**src/rtl/dlyc_tdc_pkg.sv**
```systemverilog
// Shared types and constants for the delay-chain TDC controller.
package dlyc_tdc_pkg;

  typedef enum logic [2:0] {
    ST_IDLE,
    ST_FIRE,
    ST_CAP1,
    ST_CAP2,
    ST_RECOV
  } state_e;

  localparam int RECOV_TIMEOUT = 8;

  // Width needed to hold a tap count in 0..n inclusive.
  function automatic int cnt_w(input int n);
    return $clog2(n + 1);
  endfunction

endpackage

```
**src/rtl/dlyc_therm_enc.sv**
```systemverilog
// Thermometer-to-count encoder: ones run from tap 0, plus bubble and all-ones flags.
module dlyc_therm_enc #(
  parameter int NTAPS = 16,
  parameter int CW    = 5
) (
  input  logic [NTAPS-1:0] therm_i,
  output logic [CW-1:0]    count_o,
  output logic             bubble_o,
  output logic             sat_o
);

  logic seen_zero;

  // Count stops at the first zero; any one found past it is a bubble.
  always_comb begin
    count_o   = '0;
    bubble_o  = 1'b0;
    seen_zero = 1'b0;
    for (int i = 0; i < NTAPS; i++) begin
      if (therm_i[i]) begin
        if (seen_zero) bubble_o = 1'b1;
        else           count_o  = count_o + CW'(1);
      end else begin
        seen_zero = 1'b1;
      end
    end
  end

  assign sat_o = &therm_i;

endmodule

```
**src/rtl/dlyc_chain_tdc.sv**
```systemverilog
// Launches edges into a dlyc chain, samples the taps one period later and
// averages 2^AVG_LOG2 thermometer counts into a delay-per-clock code.
module dlyc_chain_tdc
  import dlyc_tdc_pkg::*;
#(
  parameter int NTAPS    = 16,
  parameter int AVG_LOG2 = 2,
  parameter int CW       = cnt_w(NTAPS)
) (
  input  logic             CLK,
  input  logic             RST,
  input  logic             START,
  output logic             LAUNCH,
  input  logic [NTAPS-1:0] TAPS,
  output logic [CW-1:0]    CODE,
  output logic             VALID,
  output logic             BUSY,
  output logic             ERR,
  output logic             SAT
);

  localparam int AW = CW + AVG_LOG2;
  localparam int LW = (AVG_LOG2 > 0) ? AVG_LOG2 : 1;
  localparam int NL = 1 << AVG_LOG2;
  localparam int TW = $clog2(RECOV_TIMEOUT + 1);

  state_e           state_q, state_d;
  logic [NTAPS-1:0] s1_q, s2_q;
  logic             launch_q, launch_d;
  logic [AW-1:0]    acc_q, acc_d;
  logic [LW-1:0]    lcnt_q, lcnt_d;
  logic [TW-1:0]    tmo_q, tmo_d;
  logic             err_s_q, err_s_d, sat_s_q, sat_s_d;
  logic [CW-1:0]    code_q, code_d;
  logic             valid_q, valid_d, busy_q, busy_d, err_q, err_d, sat_q, sat_d;

  logic [CW-1:0]    cnt;
  logic             bubble, all_ones;
  logic             drained, last, timeout;

  dlyc_therm_enc #(.NTAPS(NTAPS), .CW(CW)) u_enc (
    .therm_i  (s2_q),
    .count_o  (cnt),
    .bubble_o (bubble),
    .sat_o    (all_ones)
  );

  assign drained = (s2_q == '0);
  assign last    = (lcnt_q == LW'(NL - 1));
  assign timeout = !drained && (tmo_q == TW'(RECOV_TIMEOUT - 1));

  // Two-flop synchroniser runs freely so RECOV can watch the chain drain.
  always_ff @(posedge CLK or posedge RST) begin
    if (RST) begin
      s1_q <= '0;
      s2_q <= '0;
    end else begin
      s1_q <= TAPS;
      s2_q <= s1_q;
    end
  end

  always_ff @(posedge CLK or posedge RST) begin
    if (RST) state_q <= ST_IDLE;
    else     state_q <= state_d;
  end

  always_comb begin
    state_d = state_q;
    unique case (state_q)
      ST_IDLE:  if (START) state_d = ST_FIRE;
      ST_FIRE:  state_d = ST_CAP1;
      ST_CAP1:  state_d = ST_CAP2;
      ST_CAP2:  state_d = ST_RECOV;
      ST_RECOV: begin
        if (drained)      state_d = last ? ST_IDLE : ST_FIRE;
        else if (timeout) state_d = ST_IDLE;
      end
      default:  state_d = ST_IDLE;
    endcase
  end

  always_comb begin
    launch_d = launch_q;
    acc_d    = acc_q;
    lcnt_d   = lcnt_q;
    tmo_d    = tmo_q;
    err_s_d  = err_s_q;
    sat_s_d  = sat_s_q;
    code_d   = code_q;
    valid_d  = 1'b0;
    busy_d   = busy_q;
    err_d    = err_q;
    sat_d    = sat_q;
    unique case (state_q)
      ST_IDLE: begin
        if (START) begin
          launch_d = 1'b1;
          acc_d    = '0;
          lcnt_d   = '0;
          err_s_d  = 1'b0;
          sat_s_d  = 1'b0;
          busy_d   = 1'b1;
        end
      end
      ST_FIRE: launch_d = 1'b0;
      ST_CAP1: ;
      ST_CAP2: begin
        acc_d   = acc_q + AW'(cnt);
        err_s_d = err_s_q | bubble;
        sat_s_d = sat_s_q | all_ones;
        tmo_d   = '0;
      end
      ST_RECOV: begin
        if (drained) begin
          if (last) begin
            valid_d = 1'b1;
            busy_d  = 1'b0;
            code_d  = acc_q[AW-1:AVG_LOG2];
            err_d   = err_s_q;
            sat_d   = sat_s_q;
          end else begin
            launch_d = 1'b1;
            lcnt_d   = lcnt_q + LW'(1);
          end
        end else if (timeout) begin
          // Chain never drained: discard the average and flag the abort.
          valid_d = 1'b1;
          busy_d  = 1'b0;
          code_d  = '0;
          err_d   = 1'b1;
          sat_d   = sat_s_q;
        end else begin
          tmo_d = tmo_q + TW'(1);
        end
      end
      default: ;
    endcase
  end

  always_ff @(posedge CLK or posedge RST) begin
    if (RST) begin
      launch_q <= 1'b0;
      acc_q    <= '0;
      lcnt_q   <= '0;
      tmo_q    <= '0;
      err_s_q  <= 1'b0;
      sat_s_q  <= 1'b0;
      code_q   <= '0;
      valid_q  <= 1'b0;
      busy_q   <= 1'b0;
      err_q    <= 1'b0;
      sat_q    <= 1'b0;
    end else begin
      launch_q <= launch_d;
      acc_q    <= acc_d;
      lcnt_q   <= lcnt_d;
      tmo_q    <= tmo_d;
      err_s_q  <= err_s_d;
      sat_s_q  <= sat_s_d;
      code_q   <= code_d;
      valid_q  <= valid_d;
      busy_q   <= busy_d;
      err_q    <= err_d;
      sat_q    <= sat_d;
    end
  end

  assign LAUNCH = launch_q;
  assign CODE   = code_q;
  assign VALID  = valid_q;
  assign BUSY   = busy_q;
  assign ERR    = err_q;
  assign SAT    = sat_q;

endmodule

```
**config.mk**
```make
export PLATFORM = sky130hd
export DESIGN_NAME = dlyc_chain_tdc
export DESIGN_NICKNAME = d
export VERILOG_FILES = /design/src/rtl/dlyc_tdc_pkg.sv /design/src/rtl/dlyc_therm_enc.sv /design/src/rtl/dlyc_chain_tdc.sv
export SDC_FILE = /design/constraint.sdc
export NUM_CORES = 1
export LEC_CHECK = 0
export ABC_CLOCK_PERIOD_IN_PS = 22900
export BUFFER_PORTS_ARGS = -buffer_cell sky130_fd_sc_hd__clkbuf_2
export CAP_MARGIN = 20
export CELL_PAD_IN_SITES_DETAIL_PLACEMENT = 1
export CELL_PAD_IN_SITES_GLOBAL_PLACEMENT = 1
export CORE_MARGIN = 3
export CORE_UTILIZATION = 51
export DETAILED_ROUTE_END_ITERATION = 8
export PLACE_DENSITY = 0.84
export SLEW_MARGIN = 15
export SYNTH_ARGS = -nofsm -noshare
export SYNTH_HDL_FRONTEND = slang
export SYNTH_HIERARCHICAL = 1
export SYNTH_SLANG_ARGS = --single-unit
```
**constraint.sdc**
```tcl
create_clock -name CLK -period 22.9 [get_ports CLK]
set_input_delay 2.29 -clock CLK [delete_from_list [all_inputs] [get_ports CLK]]
set_output_delay 2.29 -clock CLK [all_outputs]
set_load 0.01 [all_outputs]
```
==> results of run 1 <==
==> cell type report <==
type / instances / area, sq um / area share
Tap cell: 102 / 127.6 / 0.02785
Clock inverter: 6 / 111.4 / 0.02430
Inverter: 24 / 90.09 / 0.01966
Sequential cell: 60 / 1501 / 0.3276
Clock buffer: 10 / 137.6 / 0.03003
Multi-Input combinational cell: 359 / 2467 / 0.5384
Timing Repair Buffer: 29 / 147.6 / 0.03221
==> Yosys cell counts (3+ instances only) <==
master,n
o31ai_1,3
a21boi_0,4
a21oi_1,29
xnor2_1,15
and2_1,4
nor2_1,35
nand4_1,5
clkbuf_1,12
a31oi_1,10
ha_1,22
nand2_1,47
and3_1,6
o21ai_0,28
o211ai_1,3
mux2i_1,13
and3b_1,3
nand3_1,20
or2_2,3
buf_2,5
nor2b_1,11
o21a_1,4
nor4_2,4
inv_1,23
o22ai_1,6
nand2b_1,7
nor3_1,11
xor2_1,6
o2bb2ai_1,5
dfrtp_1,60
==> per-stage QoR <==
step | std cells | power [uW]
finish | 590 | 323.3
floorplan | 462 | 181.2
global route | 590 | 338.9
global placement | 574 | 195.1
detailed placement | 574 | 201.5
CTS | 590 | 325.1
==> sequential cells by signal, summed over array words and instances (netlist names), 2 cells and up <==
signal / flops
CODE: 5
lcnt_q: 2
tmo_q: 4
s2_q: 16
s1_q: 16
state_q: 3
acc_q: 7
==> placed cells by master, fill, tap and decap left out, drive strengths merged, types with 5 or more instances in the layout <==
master / synthesis / final
mux2i: 14 / 14
nand3: 21 / 21
nand2b: 7 / 7
a31oi: 10 / 10
and3: 7 / 7
dfrtp: 60 / 60
o22ai: 6 / 6
xnor2: 16 / 16
nand2: 48 / 48
nor2b: 11 / 11
a21oi: 29 / 29
nand4: 7 / 7
clkbuf: 13 / 38
nor3: 12 / 12
ha: 22 / 22
o21ai: 30 / 30
o2bb2ai: 5 / 5
inv: 24 / 24
xor2: 7 / 7
nor2: 37 / 37
==> worst reg2reg max path: cells and delay by family, from the launching register on <==
family,cells,cell delay (ps)
adders and majority gates,10,3040
AOI/OAI and AO/OA,15,2530
and+or+nand+nor,14,1470
muxes,4,770
DFF,1,460
xor gates and xnor gates,2,380
buffers and inverters,2,220
==> per-layer routing <==
metal	up-vias	global-route usage	wire length (um)
met5	-	0	0
met4	0	0.08531	245
met3	24	0.04144	374
met2	72	0.4439	5753
met1	1812	0.3586	5231
li1	1698	-	-
==> cell families after synthesis <==
logic type,after synthesis,synth area share
and+or+nand+nor,176,0.2305
AOI/OAI and AO/OA,116,0.1795
DFF,60,0.3625
buffers and inverters,43,0.04169
adders and majority gates,25,0.07643
xor gates and xnor gates,24,0.06073
muxes,18,0.04864
==> final timing paths <==
| kind | slack [ps] | from | to | cells after the start |
|---|---|---|---|---|
| setup / recovery | 14030 | s2_q[1] | acc_q[6] | 47 |
| hold / removal | 350 | s1_q[0] | s2_q[0] | 0 |
| setup reg to reg | 14030 | s2_q[1] | acc_q[6] | 47 |
| hold reg to reg | 350 | s1_q[0] | s2_q[0] | 0 |
| max in group asynchronous | 20250 | RST | acc_q[0] | 3 |
| min in group asynchronous | 2140 | RST | s1_q[4] | 3 |
==> power by group through the flow <==
stage / Clock (uW) / Sequential, uW / Combinational (uW)
floorplan: 0 / 127 / 54.4
global placement: 0 / 136 / 59.5
detailed placement: 0 / 137 / 64.3
CTS: 122 / 136 / 66.9
global route: 126 / 138 / 75.0
finish: 120 / 137 / 67.0
==> impl_metrics.yaml, run 1 <==
power:
  swShare: 0.3246
  pwr-share-comb: 0.207
  power.density_mw_per_mm2: 70.53
  netSwitchingPower_uw: 104.9
  pwr-share-seq: 0.423
  internal_power_uw: 218.3
  p_leak_uw: 0.002073
  p_clk_frac: 0.370
  peakVddDrop_mv: 0.06681
synthesis:
  syn_avg_cell_area_sq_um: 8.964
  synth_area_leaders: "dfrtp_1 (36%), ha_1 (6.6%), nand2_1 (4.3%)"
  seq_area_frac_synth: 0.3625
  synth-edff-count: 0
  netlist_instances: 462
  ys_ff_latch: 60
  synth_nets: 504
  ys_types: 75
  yosys_warnings: 6
  synth.largest_area_cell: "dfrtp_1"
  synth_top_area_frac: 0.3625
  synthFlopType: "dfrtp_1"
  netlist_area_sq_mm: 0.004141
  async_flop_share: 1.000
drt:
  dr.pass1.iters: 4
  drt_iter0_drc: 264
  totalWireLength_mm: 11.60
  ant_nets: 0
  via_per_inst: 6.112
  wl_per_cell_um: 19.67
  drc: 0
  vias: 3606
setup_path:
  cpMaxStageDelayCell: "dfrtp_1"
  required_ps: 23160
  path_class: "flip-flop to flip-flop"
  endpoint_kind: "flip-flop"
  cpPeakStageDelay_ps: 460
  critPathLaunchType: "flip-flop"
  cp_max_fo: 7
  cp.arrival_ps: 9140
  critPathMostFrequentCell: "ha_1"
  path_buf_inv: 2
  worst_path_dominant_cell_family: "adder cells"
grt:
  antenna_found_initial: 0
  grt_pass1_vias: 3742
  grt_overflow_total: 0
  grt_max_degree: 61
  grt_usage: 0.2678
  grt_pass1_wl_mm: 19.01
timing:
  setup_viol: 0
  post-route-min-period_ps: 8873
  drv_slew: 0
  worst_slew_pin_slew_ps: 757.5
  fin_hold_ws_ps: 350.6
  relSlewSlack: 0.4950
  max_freq_mhz: 112.7
  fin_setup_tns_ps: 0
  hold_viol_final: 0
  rsz0062_at_grt: "no"
  finalClockSkew_ps: 10.80
  fin_crit_sh: 0.3875
  setup_slack_ps: 14030
cts:
  path_clk_slew_ps: 70
  cts_sinks: 60
  clk_latency_ps: 340
  ctsHoldBuffers: 0
  cts_tree: "built"
  postCtsResizedCells: 0
  cts_buffers: 9
  post-cts-setup-buffers: 0
  clockRootBuffer: "clkbuf_8"
  h-tree-depth: 3
  clock_path_buffers: 2
die:
  fp.dieW_um: 96.12
  num_io_pins: 29
  initial_core_util: 0.5304
  coreArea_sq_mm: 0.007807
  dieArea_sq_mm: 0.009238
  fp-row-count: 32
  die_h_um: 96.12
final_layout:
  fin_util: 0.5870
  stdcell_area_sq_mm: 0.004583
  layout-drive-gt1-share: 0.1557
  syn_to_final_growth_pct: 10.66
  n_antenna_cell: 0
  nFillCells: 917
  nets: 525
placed_design:
  gp_congestion: 0.8847
  io_buffers: 28
  hpwl_mm: 7.959
  placed_area_sq_mm: 0.004334
  pre_cts_ws_ps: 14240
min_path:
  hold_path.class: "flip-flop to flip-flop"
status:
  outcome: "completed"
flow_run:
  cap_viol_max_count: 0
No activity file was read; power rests on OpenSTA's default activity.
==> run 2: changes to the inputs <==
--- a/config.mk
+++ b/config.mk
@@ -5,15 +5,15 @@
 export SDC_FILE = /design/constraint.sdc
 export NUM_CORES = 1
 export LEC_CHECK = 0
-export ABC_CLOCK_PERIOD_IN_PS = 22900
+export ABC_CLOCK_PERIOD_IN_PS = 8200
 export BUFFER_PORTS_ARGS = -buffer_cell sky130_fd_sc_hd__clkbuf_2
 export CAP_MARGIN = 20
 export CELL_PAD_IN_SITES_DETAIL_PLACEMENT = 1
 export CELL_PAD_IN_SITES_GLOBAL_PLACEMENT = 1
 export CORE_MARGIN = 3
-export CORE_UTILIZATION = 51
+export CORE_UTILIZATION = 47
 export DETAILED_ROUTE_END_ITERATION = 8
-export PLACE_DENSITY = 0.84
+export PLACE_DENSITY = 0.78
 export SLEW_MARGIN = 15
 export SYNTH_ARGS = -nofsm -noshare
 export SYNTH_HDL_FRONTEND = slang
==> constraint.sdc (replaced) <==
create_clock -name CLK -period 8.2 [get_ports CLK]
set_input_delay 0.82 -clock CLK [delete_from_list [all_inputs] [get_ports CLK]]
set_output_delay 0.82 -clock CLK [all_outputs]
set_load 0.01 [all_outputs]
==> impl_metrics.yaml, run 2 (synthesis gave the netlist of run 1 again) <==
status:
  outcome: "completed"
final_layout:
  final_cell_mix: "dfrtp_1 (58), nand2_1 (43), nor2_1 (32), clkbuf_2 (28), a21oi_1 (22)"
  mostFrequentLayoutCell: "dfrtp_1"
  syn_to_final_growth_pct: 17.85
  fin_util: 0.5823
  stdcell_area_sq_mm: 0.004881
  layoutNonFillerInstCount: 614
  nets: 546
  n_antenna_cell: 0
  layout-drive-gt1-share: 0.2515
  reg_top3: "s1_q x16, s2_q x16, acc_q x7"
placed_design:
  place_inst: 584
  gp_congestion: 0.8643
  hpwl_mm: 8.025
  placed_area_sq_mm: 0.004390
  io_buffers: 28
cts:
  cts_sinks: 60
  h-tree-depth: 3
  clk_latency_ps: 340
  clock_path_buffers: 2
  cts_tree: "built"
  cts_buffers: 9
  clockRootBuffer: "clkbuf_8"
  path_clk_slew_ps: 70
  ctsHoldBuffers: 0
setup_path:
  r2r_slack_ps: 100
  endpoint_kind: "flip-flop"
  cpMaxStageDelayCell: "dfrtp_2"
  cpPeakStageDelay_ps: 430
  required_ps: 8470
  reg2reg_depth: 46
  path_class: "flip-flop to flip-flop"
  r2r-start: "s2_q[1]"
  critPathMostFrequentCell: "ha_1"
  critPathLaunchType: "flip-flop"
  rr_endpoint: "acc_q[6]"
  cp.arrival_ps: 8370
  cp_max_fo: 3
drt:
  drc: 0
  drt_iter0_drc: 111
  totalWireLength_mm: 11.30
  vias: 3587
  dr.pass1.iters: 4
  wl_per_cell_um: 18.41
  ant_nets: 0
  via_per_inst: 5.842
min_path:
  hold_start: "s1_q[10]"
  holdPathStages: 0
  hold_path.class: "flip-flop to flip-flop"
  hold-path-endpoint: "s2_q[10]"
timing:
  fin_crit_sh: 0.9881
  relSlewSlack: 0.5008
  post-route-min-period_ps: 8103
  worst_slew_pin_slew_ps: 748.7
  finalClockSkew_ps: 13.67
  rsz0062_at_grt: "yes"
  max_freq_mhz: 123.4
  hold_viol_final: 0
  setup_viol: 0
  drv_slew: 0
power:
  p_leak_uw: 0.002174
  power.density_mw_per_mm2: 177.0
  peakVddDrop_mv: 0.1399
die:
  num_io_pins: 29
  initial_core_util: 0.4941
  dieArea_sq_mm: 0.009974
  fp-row-count: 33
  fp.dieW_um: 99.87
  die_h_um: 99.87
  coreArea_sq_mm: 0.008382
grt:
  grt_usage: 0.2345
  grt_max_degree: 61
  grt_pass1_wl_mm: 18.76
  grt_pass1_vias: 3709
  antenna_found_initial: 0
  grt_overflow_total: 0
flow_run:
  cap_viol_max_count: 0
run 2: cell types whose count changed in the layout (fill, tap and decap cells not counted), moves of 3 or more:
cell	change
o21ai_0	-9
a21oi_1	-7
nand2_1	-4
o21ai_2	+3
ha_1	-5
a21oi_2	+5
o21ai_1	+6
buf_4	+19
nor2_1	-3
ha_4	+3
run 2: stage by stage:
stage / hold slack (ps) / worst slack [ps] / setup TNS (ps) / power [uW]
floorplan: 331.2 / 769.2 / 0 / 506.0
global placement: 333.4 / 73.99 / 0 / 554.9
detailed placement: 337.2 / -322.8 / -700.6 / 566.9
CTS: 352.6 / 3.576 / 0 / 844.5
global route: 355.8 / -472.8 / -1157 / 919.4
finish: 350.8 / 97.45 / 0 / 864.0
run 2: how the worst max path moves through the flow:
stage	startpoint	endpoint	slack, ps
after floorplan	s2_q[1]	acc_q[6]	770
after global placement	s2_q[1]	acc_q[6]	70
after detailed placement	s2_q[1]	acc_q[6]	-320
after CTS	s2_q[0]	acc_q[6]	4
after global routing	s2_q[0]	acc_q[6]	-470
final	s2_q[1]	acc_q[6]	100
run 2: routing by layer:
layer | share of wire | global-route usage | wire (um)
met5 | 0 | 0 | 0
met3 | 0.030 | 0.05490 | 343
met1 | 0.47 | 0.3217 | 5273
met4 | 0.0097 | 0.05462 | 110
met2 | 0.49 | 0.3776 | 5573
run 2: report_power, final:
part           internal (uW)  total [uW]  leakage [uW]  switching (uW)
Sequential               328         376      0.000746            48.7
Clock                    143         267     0.0000971             124
Combinational           95.7         220       0.00133             125
Total                    566         864       0.00217             298
run 2: repair_timing:
action | CTS | global route
setup endpoints to repair | 4 | 6
pin swaps | 5 | 23
cloned | 0 | 0
gates resized for setup | 8 | 43
setup buffers | 5 | 9
run 2: worst max-delay path, delay by kind of cell (launching register included):
| kind | cells | cell delay (ps) |
|---|---|---|
| xor+xnor | 2 | 350 |
| mux | 4 | 770 |
| flops | 1 | 430 |
| fa+ha+maj | 10 | 2760 |
| buf+inv | 1 | 70 |
| simple gates | 14 | 1560 |
| compound gates | 15 | 2080 |
run 2: layout make-up:
| cell class | instances | area (sq um) |
|---|---|---|
| clock inverter | 6 | 72.57 |
| inverter | 24 | 90.09 |
| fill | 984 | 3501 |
| sequential | 60 | 1504 |
| tap | 105 | 131.4 |
| timing repair buffer | 50 | 312.8 |
| clock buffer | 10 | 127.6 |
| multi-input combinational | 359 | 2643 |
